**src/rtl/buffer_register_seq_if.sv**
```systemverilog
// rtl/buffer_register_seq_if.sv - sense, TR-load and status bundle of the buffer register sequencer
// master drives requests and sense data; slave is the buffer register.
interface buffer_register_seq_if #(
  parameter int WIDTH = 13,
  parameter int NMOD  = 4,
  parameter int SELW  = (NMOD > 1) ? $clog2(NMOD) : 1
);
  logic                    READ_REQ;
  logic [SELW-1:0]         MOD_SEL;
  logic [NMOD*WIDTH-1:0]   SA;
  logic [NMOD-1:0]         SAP;
  logic                    CBR;
  logic                    SBRY;
  logic                    SBRZ;
  logic [WIDTH-1:0]        TR;
  logic [WIDTH-1:0]        BR;
  logic                    BRP;
  logic                    BUSY;
  logic                    REGEN;
  logic                    DONE;
  logic                    PERR;

  modport master (
    output READ_REQ, MOD_SEL, SA, SAP, CBR, SBRY, SBRZ, TR,
    input  BR, BRP, BUSY, REGEN, DONE, PERR
  );

  modport slave (
    input  READ_REQ, MOD_SEL, SA, SAP, CBR, SBRY, SBRZ, TR,
    output BR, BRP, BUSY, REGEN, DONE, PERR
  );
endinterface

```
**src/rtl/buffer_register_seq.sv**
```systemverilog
// rtl/buffer_register_seq.sv - syllable buffer register with clear/sense/check/regenerate read sequencer
// Idle cycles accept direct clear and half-word TR loads; reads OR-accumulate one module's sense amps.
module buffer_register_seq #(
  parameter int               WIDTH     = 13,
  parameter int               NMOD      = 4,
  parameter int               SENSE_CYC = 2,
  parameter logic [WIDTH-1:0] Z_MASK    = 13'h024B
) (
  input logic                  V1,
  input logic                  RST,
  buffer_register_seq_if.slave bus
);
  localparam int SELW = (NMOD > 1) ? $clog2(NMOD) : 1;
  localparam int CW   = (SENSE_CYC > 1) ? $clog2(SENSE_CYC) : 1;

  typedef enum logic [2:0] {S_IDLE, S_CLR, S_SENSE, S_CHECK, S_RGN} state_t;

  state_t           state_q;
  logic [WIDTH-1:0] br_q;
  logic             brp_q;
  logic             perr_q;
  logic             busy_q;
  logic             regen_q;
  logic             done_q;
  logic [SELW-1:0]  sel_q;
  logic [CW-1:0]    cnt_q;

  logic [WIDTH-1:0] ld_d;
  logic [WIDTH-1:0] br_idle_d;
  logic [WIDTH-1:0] sense_d;
  logic             sense_p_d;

  always_comb begin
    ld_d      = (bus.SBRY ? ~Z_MASK : '0) | (bus.SBRZ ? Z_MASK : '0);
    br_idle_d = (bus.CBR ? '0 : br_q) | (bus.TR & ld_d);
  end

  // Selects that name no fitted module contribute nothing to the accumulation.
  always_comb begin
    sense_d   = '0;
    sense_p_d = 1'b0;
    for (int m = 0; m < NMOD; m++) begin
      if (sel_q == SELW'(m)) begin
        sense_d   = bus.SA[m*WIDTH +: WIDTH];
        sense_p_d = bus.SAP[m];
      end
    end
  end

  always_ff @(posedge V1) begin
    if (RST) begin
      state_q <= S_IDLE;
      br_q    <= '0;
      brp_q   <= 1'b0;
      perr_q  <= 1'b0;
      busy_q  <= 1'b0;
      regen_q <= 1'b0;
      done_q  <= 1'b0;
      sel_q   <= '0;
      cnt_q   <= '0;
    end else begin
      case (state_q)
        S_IDLE: begin
          if (bus.READ_REQ) begin
            sel_q   <= bus.MOD_SEL;
            busy_q  <= 1'b1;
            state_q <= S_CLR;
          end else begin
            br_q <= br_idle_d;
            if (bus.CBR || (ld_d != '0)) brp_q <= ~^br_idle_d;
          end
        end
        S_CLR: begin
          br_q    <= '0;
          brp_q   <= 1'b0;
          perr_q  <= 1'b0;
          cnt_q   <= '0;
          state_q <= S_SENSE;
        end
        S_SENSE: begin
          br_q  <= br_q | sense_d;
          brp_q <= brp_q | sense_p_d;
          cnt_q <= cnt_q + CW'(1);
          if (cnt_q == CW'(SENSE_CYC - 1)) state_q <= S_CHECK;
        end
        S_CHECK: begin
          // Odd parity over {BR,BRP} is good; an even count flags the read.
          perr_q  <= ~^{br_q, brp_q};
          regen_q <= 1'b1;
          done_q  <= 1'b1;
          state_q <= S_RGN;
        end
        S_RGN: begin
          regen_q <= 1'b0;
          done_q  <= 1'b0;
          busy_q  <= 1'b0;
          state_q <= S_IDLE;
        end
        default: state_q <= S_IDLE;
      endcase
    end
  end

  assign bus.BR    = br_q;
  assign bus.BRP   = brp_q;
  assign bus.PERR  = perr_q;
  assign bus.BUSY  = busy_q;
  assign bus.REGEN = regen_q;
  assign bus.DONE  = done_q;
endmodule

```
**src/flat_wrapper.sv**
```systemverilog
// flat-port wrapper written by rule: the top's interface ports become plain ports
module buffer_register_seq_flat 
#(
  parameter int               WIDTH     = 13,
  parameter int               NMOD      = 4,
  parameter int               SENSE_CYC = 2,
  parameter logic [WIDTH-1:0] Z_MASK    = 13'h024B
)
  (V1, RST, bus_READ_REQ, bus_MOD_SEL, bus_SA, bus_SAP, bus_CBR, bus_SBRY, bus_SBRZ, bus_TR, bus_BR, bus_BRP, bus_BUSY, bus_REGEN, bus_DONE, bus_PERR);
  buffer_register_seq_if #(.WIDTH(WIDTH), .NMOD(NMOD)) bus_i ();
  input logic V1;
  input logic RST;
  input wire logic [$bits(bus_i.READ_REQ)-1:0] bus_READ_REQ;
  input wire logic [$bits(bus_i.MOD_SEL)-1:0] bus_MOD_SEL;
  input wire logic [$bits(bus_i.SA)-1:0] bus_SA;
  input wire logic [$bits(bus_i.SAP)-1:0] bus_SAP;
  input wire logic [$bits(bus_i.CBR)-1:0] bus_CBR;
  input wire logic [$bits(bus_i.SBRY)-1:0] bus_SBRY;
  input wire logic [$bits(bus_i.SBRZ)-1:0] bus_SBRZ;
  input wire logic [$bits(bus_i.TR)-1:0] bus_TR;
  output wire logic [$bits(bus_i.BR)-1:0] bus_BR;
  output wire logic [$bits(bus_i.BRP)-1:0] bus_BRP;
  output wire logic [$bits(bus_i.BUSY)-1:0] bus_BUSY;
  output wire logic [$bits(bus_i.REGEN)-1:0] bus_REGEN;
  output wire logic [$bits(bus_i.DONE)-1:0] bus_DONE;
  output wire logic [$bits(bus_i.PERR)-1:0] bus_PERR;
  assign bus_i.READ_REQ = bus_READ_REQ;
  assign bus_i.MOD_SEL = bus_MOD_SEL;
  assign bus_i.SA = bus_SA;
  assign bus_i.SAP = bus_SAP;
  assign bus_i.CBR = bus_CBR;
  assign bus_i.SBRY = bus_SBRY;
  assign bus_i.SBRZ = bus_SBRZ;
  assign bus_i.TR = bus_TR;
  assign bus_BR = bus_i.BR;
  assign bus_BRP = bus_i.BRP;
  assign bus_BUSY = bus_i.BUSY;
  assign bus_REGEN = bus_i.REGEN;
  assign bus_DONE = bus_i.DONE;
  assign bus_PERR = bus_i.PERR;
  buffer_register_seq #(.WIDTH(WIDTH), .NMOD(NMOD), .SENSE_CYC(SENSE_CYC), .Z_MASK(Z_MASK)) u_core (.V1(V1), .RST(RST), .bus(bus_i));
endmodule
```
**config.mk**
```make
export PLATFORM = sky130hd
export DESIGN_NAME = buffer_register_seq_flat
export DESIGN_NICKNAME = d
export VERILOG_FILES = /design/src/rtl/buffer_register_seq_if.sv /design/src/rtl/buffer_register_seq.sv /design/src/flat_wrapper.sv
export SDC_FILE = /design/constraint.sdc
export NUM_CORES = 1
export LEC_CHECK = 0
export ABC_CLOCK_PERIOD_IN_PS = 2400
export CAP_MARGIN = 0
export CORE_UTILIZATION = 42
export DETAILED_ROUTE_END_ITERATION = 6
export PLACE_DENSITY_LB_ADDON = 0.2
export SLEW_MARGIN = 15
export SYNTH_ARGS = -nofsm -noshare
export SYNTH_HDL_FRONTEND = slang
export SYNTH_SLANG_ARGS = --single-unit
```
**constraint.sdc**
```tcl
create_clock -name V1 -period 2.4 [get_ports V1]
set_input_delay 0.24 -clock V1 [delete_from_list [all_inputs] [get_ports V1]]
set_output_delay 0.24 -clock V1 [all_outputs]
set_load 0.02 [all_outputs]
```
# Word level (Yosys, flattened, before mapping)
# Cells that the tools add are included.
# op_classes
addsub	1
eq_ne	11
mux	24
bitwise	5
n_reduce_logical	16
# op_table
cell	n
13-bit 2-to-1 mux	7
13-bit bitwise OR	3
13-bit case mux with 3 select lines	1
14-bit XNOR reduction	1
13-bit bitwise AND	1
13-bit nonzero test	1
13-bit XNOR reduction	1
3-bit case mux with 4 select lines	1
10-bit 2-to-1 mux	1
1-bit case mux with 2 select lines	4
2-bit AND reduction	4
2-bit nonzero test	4
1-bit 2-to-1 mux	7
3-bit by 2-bit equality test with 1-bit output (second input constant)	2
3-bit 2-to-1 mux	2
2-bit equality test (second input constant)	2
2-bit by 1-bit != test with 1-bit output (second input constant)	2
2-bit != test (second input constant)	2
3-bit by 1-bit equality test with 1-bit output (second input constant)	1
3-bit equality test (second input constant)	1
3-bit zero test	1
1-bit case mux with 3 select lines	1
3-bit AND reduction	1
3-bit nonzero test	1
other kinds (5)	5
# word_totals
reg_bits	23
in_bits	77
output_inout_bits	18
word_cells	65

# Logic depth before layout (Yosys ltp)
# depth
ltp_word	8
depth_mapped	8
depth_no_buf	6

# Worst setup path after synthesis
# No wires, ideal clock.
# synth_path
path_kind	in2reg
startpoint	in bus_SBRY
endpoint	reg u_core.brp_q (netlist: u_core.bus.BRP)
setup_time_ps	70
arrival_ps	1785
required_ps	2330
slack_ps	545
cell_stages	7
cell_sequence	clkbuf_2 -> inv_1 -> a2111o_1 -> o211ai_1 -> xnor3_1 -> xnor3_1 -> a21oi_1
# synth_via
elab_chain_len	8
word_cells_on_any_way	12
cone_classes	eq/ne (1); mux (4); bitwise (3); reduce/logical (4)
# synth_rtl
element	line	source
start: declaration	flat_wrapper.sv:18	input wire logic [$bits(bus_i.SBRY)-1:0] bus_SBRY;
13-bit 2-to-1 mux (*)	buffer_register_seq.sv:34	ld_d = (bus.SBRY ? ~Z_MASK : '0) | (bus.SBRZ ? Z_MASK : '0);
13-bit bitwise OR (*)	buffer_register_seq.sv:34	
13-bit bitwise AND	buffer_register_seq.sv:35	br_idle_d = (bus.CBR ? '0 : br_q) | (bus.TR & ld_d);
13-bit bitwise OR	buffer_register_seq.sv:35	
13-bit XNOR reduction	buffer_register_seq.sv:70	if (bus.CBR || (ld_d != '0)) brp_q <= ~^br_idle_d;
1-bit 2-to-1 mux	buffer_register_seq.sv:70	
1-bit 2-to-1 mux	buffer_register_seq.sv:64	if (bus.READ_REQ) begin
1-bit case mux with 3 select lines	buffer_register_seq.sv:62	case (state_q)
end signal: assignment	buffer_register_seq.sv:70	
end signal: assignment	buffer_register_seq.sv:82	brp_q <= brp_q | sense_p_d;
end: declaration	buffer_register_seq.sv:20	logic brp_q;
# Every way passes the cells marked *; elsewhere a longest branch is shown, timed or not. The select of a mux whose other input is x is not followed.
# A chain may end at the register's enable or synchronous reset.

# Worst setup path in the final report
# Same ends and word-level chain as after synthesis.

==> impl_metrics.ini <==
[outcome]
status = complete, no violations

[final_layout]
areaGrowthSynthToFinish_pct = 50.71
nNetsFinal = 403
multi_input_area_um2 = 1418
diodes = 0
seq_area_um2 = 460.4
drive_gt1_share_pct = 8.615
fin_area_um2 = 3060
fillerInstances = 393

[grt]
overflow = 0
grt_max_degree = 24
grt_pass1_vias = 2042
grt_pass1_wl_um = 9591
antenna_found_initial = 0
track_usage_pct = 23.93

[power]
power_density_nw_per_um2 = 534.8
peakVddDrop_mv = 0.2637
leakage_nw = 1.116

[setup_path]
crit_required_ns = 2.60
crit_fanout = 5
startpoint_type = input port
cp.arrival_ns = 2.27
worstSetupEndpointType = flip-flop
timing.setup.critical_path_class = in -> reg

[logic_synthesis]
yosysTopAreaCell = dfxtp_1
synth_top_area_share_pct = 22.67
synth-async-reset-ratio_pct = 0
synth_commonest_cells = a21oi_1 (23), dfxtp_1 (23), inv_1 (19), nand2_1 (19), mux4_2 (14)
yosys_warnings = 0
synth_edf_count = 0
avgSynthCellArea_um2 = 8.497
seq_area_frac_synth_pct = 22.67
ys_ff_latch = 23
synthCells = 239
syn_area_um2 = 2031
synth_area_leaders = dfxtp_1 (23%), mux4_2 (16%), a21oi_1 (5.7%), xnor2_1 (5.6%), a211oi_1 (4.4%)
ys.flop_type = dfxtp_1
syn_nets = 316
synth.distinct_cells = 40

[placement]
post-dp-hpwl_um = 4696
portBuffers = 94
place_area_um2 = 3012
gp_congestion = 0.8921

[sta]
slew_headroom_pct = 61.45
finalClockSkew_ns = 0.01029
setup_tns_ns = 0
fin_crit_sh_pct = 86.50
max_freq_mhz = 481.7
tightestPinTransition_ns = 0.5703
hold_violations = 0
maxSlewViolCount = 0
fin_crit_ns = 2.076
setup_violations = 0
rsz0062_at_grt = no

[floorplan]
core_um2 = 4504
die_h_um = 71.54
initial_core_util_pct = 45.08
die_x_um = 71.54
die_area_um2 = 5117
std_cell_rows = 24
ioPinCount = 95

[routing]
via_per_inst = 5.873
avgRoutedWirePerCell_um = 15.51
routed_wl_um = 5846
dr.pass1.iters = 4
drc_errors = 0
postRouteAntennaNets = 0
vias = 2214
drt_iter0_markers = 144

[cts]
clk_latency_ns = 0.27
ctsHtreeMaxLevel = 1
post_cts_buffers = 0
cts_resized = 0
clockBufferDepth = 2
cts_buffers = 3
cts.clk_slew.worst_paths_ns = 0.09
clock-root-buffer = clkbuf_8
clock-sinks = 23
tritoncts = yes
holdBufCountCts = 0

[flow_run]
maxCapViolCount = 0

[hold_path]
min_path_type = reg -> reg
layout make-up:
cell class | count | area share, %
Multi-Input combinational cell | 177 | 46.32
Tap cell | 52 | 2.126
Inverter | 20 | 2.453
Sequential cell | 23 | 15.04
Timing Repair Buffer | 101 | 32.46
Clock buffer | 3 | 1.349
Clock inverter | 1 | 0.2453
cells in the final DEF, fill, tap and decap left out, types with 3 or more instances in the layout:
cell and n:
clkdlybuf4s50_1 94, clkbuf_8 3, o2111ai_1 7, dfxtp_1 23, inv_1 19, nor2b_1 8
mux4_2 14, a21oi_1 23, a211oi_1 11, nor2_1 10, a2111o_1 3, mux2i_1 3
a21o_1 9, buf_4 7, xor2_1 4, xnor2_1 13, nor3b_1 3, o21ai_0 11
o211ai_1 5, nand2_1 19, a22oi_1 9
through the flow:
step / utilization, % / power, mW / instances / setup slack (ns) / hold slack (ns)
after global placement: 66.86 / 1.375 / 373 / 0.1526 / 0.4599
after floorplan: - / 1.067 / 239 / 0.5449 / 0.3171
after global routing: 67.94 / 1.738 / 377 / 0.2472 / 0.5553
after detailed placement: 66.86 / 1.390 / 373 / 0.04802 / 0.4706
final: 67.94 / 1.637 / 377 / 0.3240 / 0.4866
after CTS: 67.94 / 1.640 / 377 / 0.3209 / 0.4855
worst paths after layout:
kind	start	to	slack, ns	cells after the start
worst max-delay path	bus_SBRY	u_core.bus.BRP	0.32	7
worst min-delay path	u_core.bus.PERR	u_core.bus.PERR	0.49	2
worst max register to register	u_core.bus.BR[12]	u_core.bus.BRP	0.42	6
worst min register to register	u_core.bus.PERR	u_core.bus.PERR	0.49	2
worst max-delay path: stages:
cell             delay [ns]
clkdlybuf4s50_1        0.47
inv_1                  0.09
a2111o_1               0.40
o211ai_1               0.12
xnor3_1                0.42
xnor3_1                0.37
a21oi_1                0.16
power breakdown:
part | internal (mW) | total (mW) | leakage [nW] | switching (mW)
logic | 0.488 | 0.868 | 0.905 | 0.380
registers | 0.431 | 0.518 | 0.189 | 0.0877
clock network | 0.118 | 0.250 | 0.0217 | 0.133
registers in the layout (all words and copies together), names as in the netlist:
signal,cells
u_core.bus.PERR,1
u_core.bus.BRP,1
u_core.bus.BR,13
u_core.bus.REGEN,1
u_core.bus.BUSY,1
u_core.sel_q,2
u_core.state_q,3
u_core.cnt_q,1
metal layers:
metal / track usage (%) / up-vias / share of wire (%)
met5: 0 / - / 0
met4: 7.190 / 0 / 1.3
met3: 4.782 / 7 / 9.1
met2: 37.67 / 118 / 45
met1: 33.39 / 1020 / 45
li1: - / 1069 / -
cell families after synthesis:
logic type | synth area share [%]
AO/OA/AOI/OAI | 30.81
AND/OR/NAND/NOR | 12.20
buffers and inverters | 7.763
flip-flops | 22.67
XOR/XNOR | 9.550
multiplexers | 17.01
(Power assumes the default switching activity.)
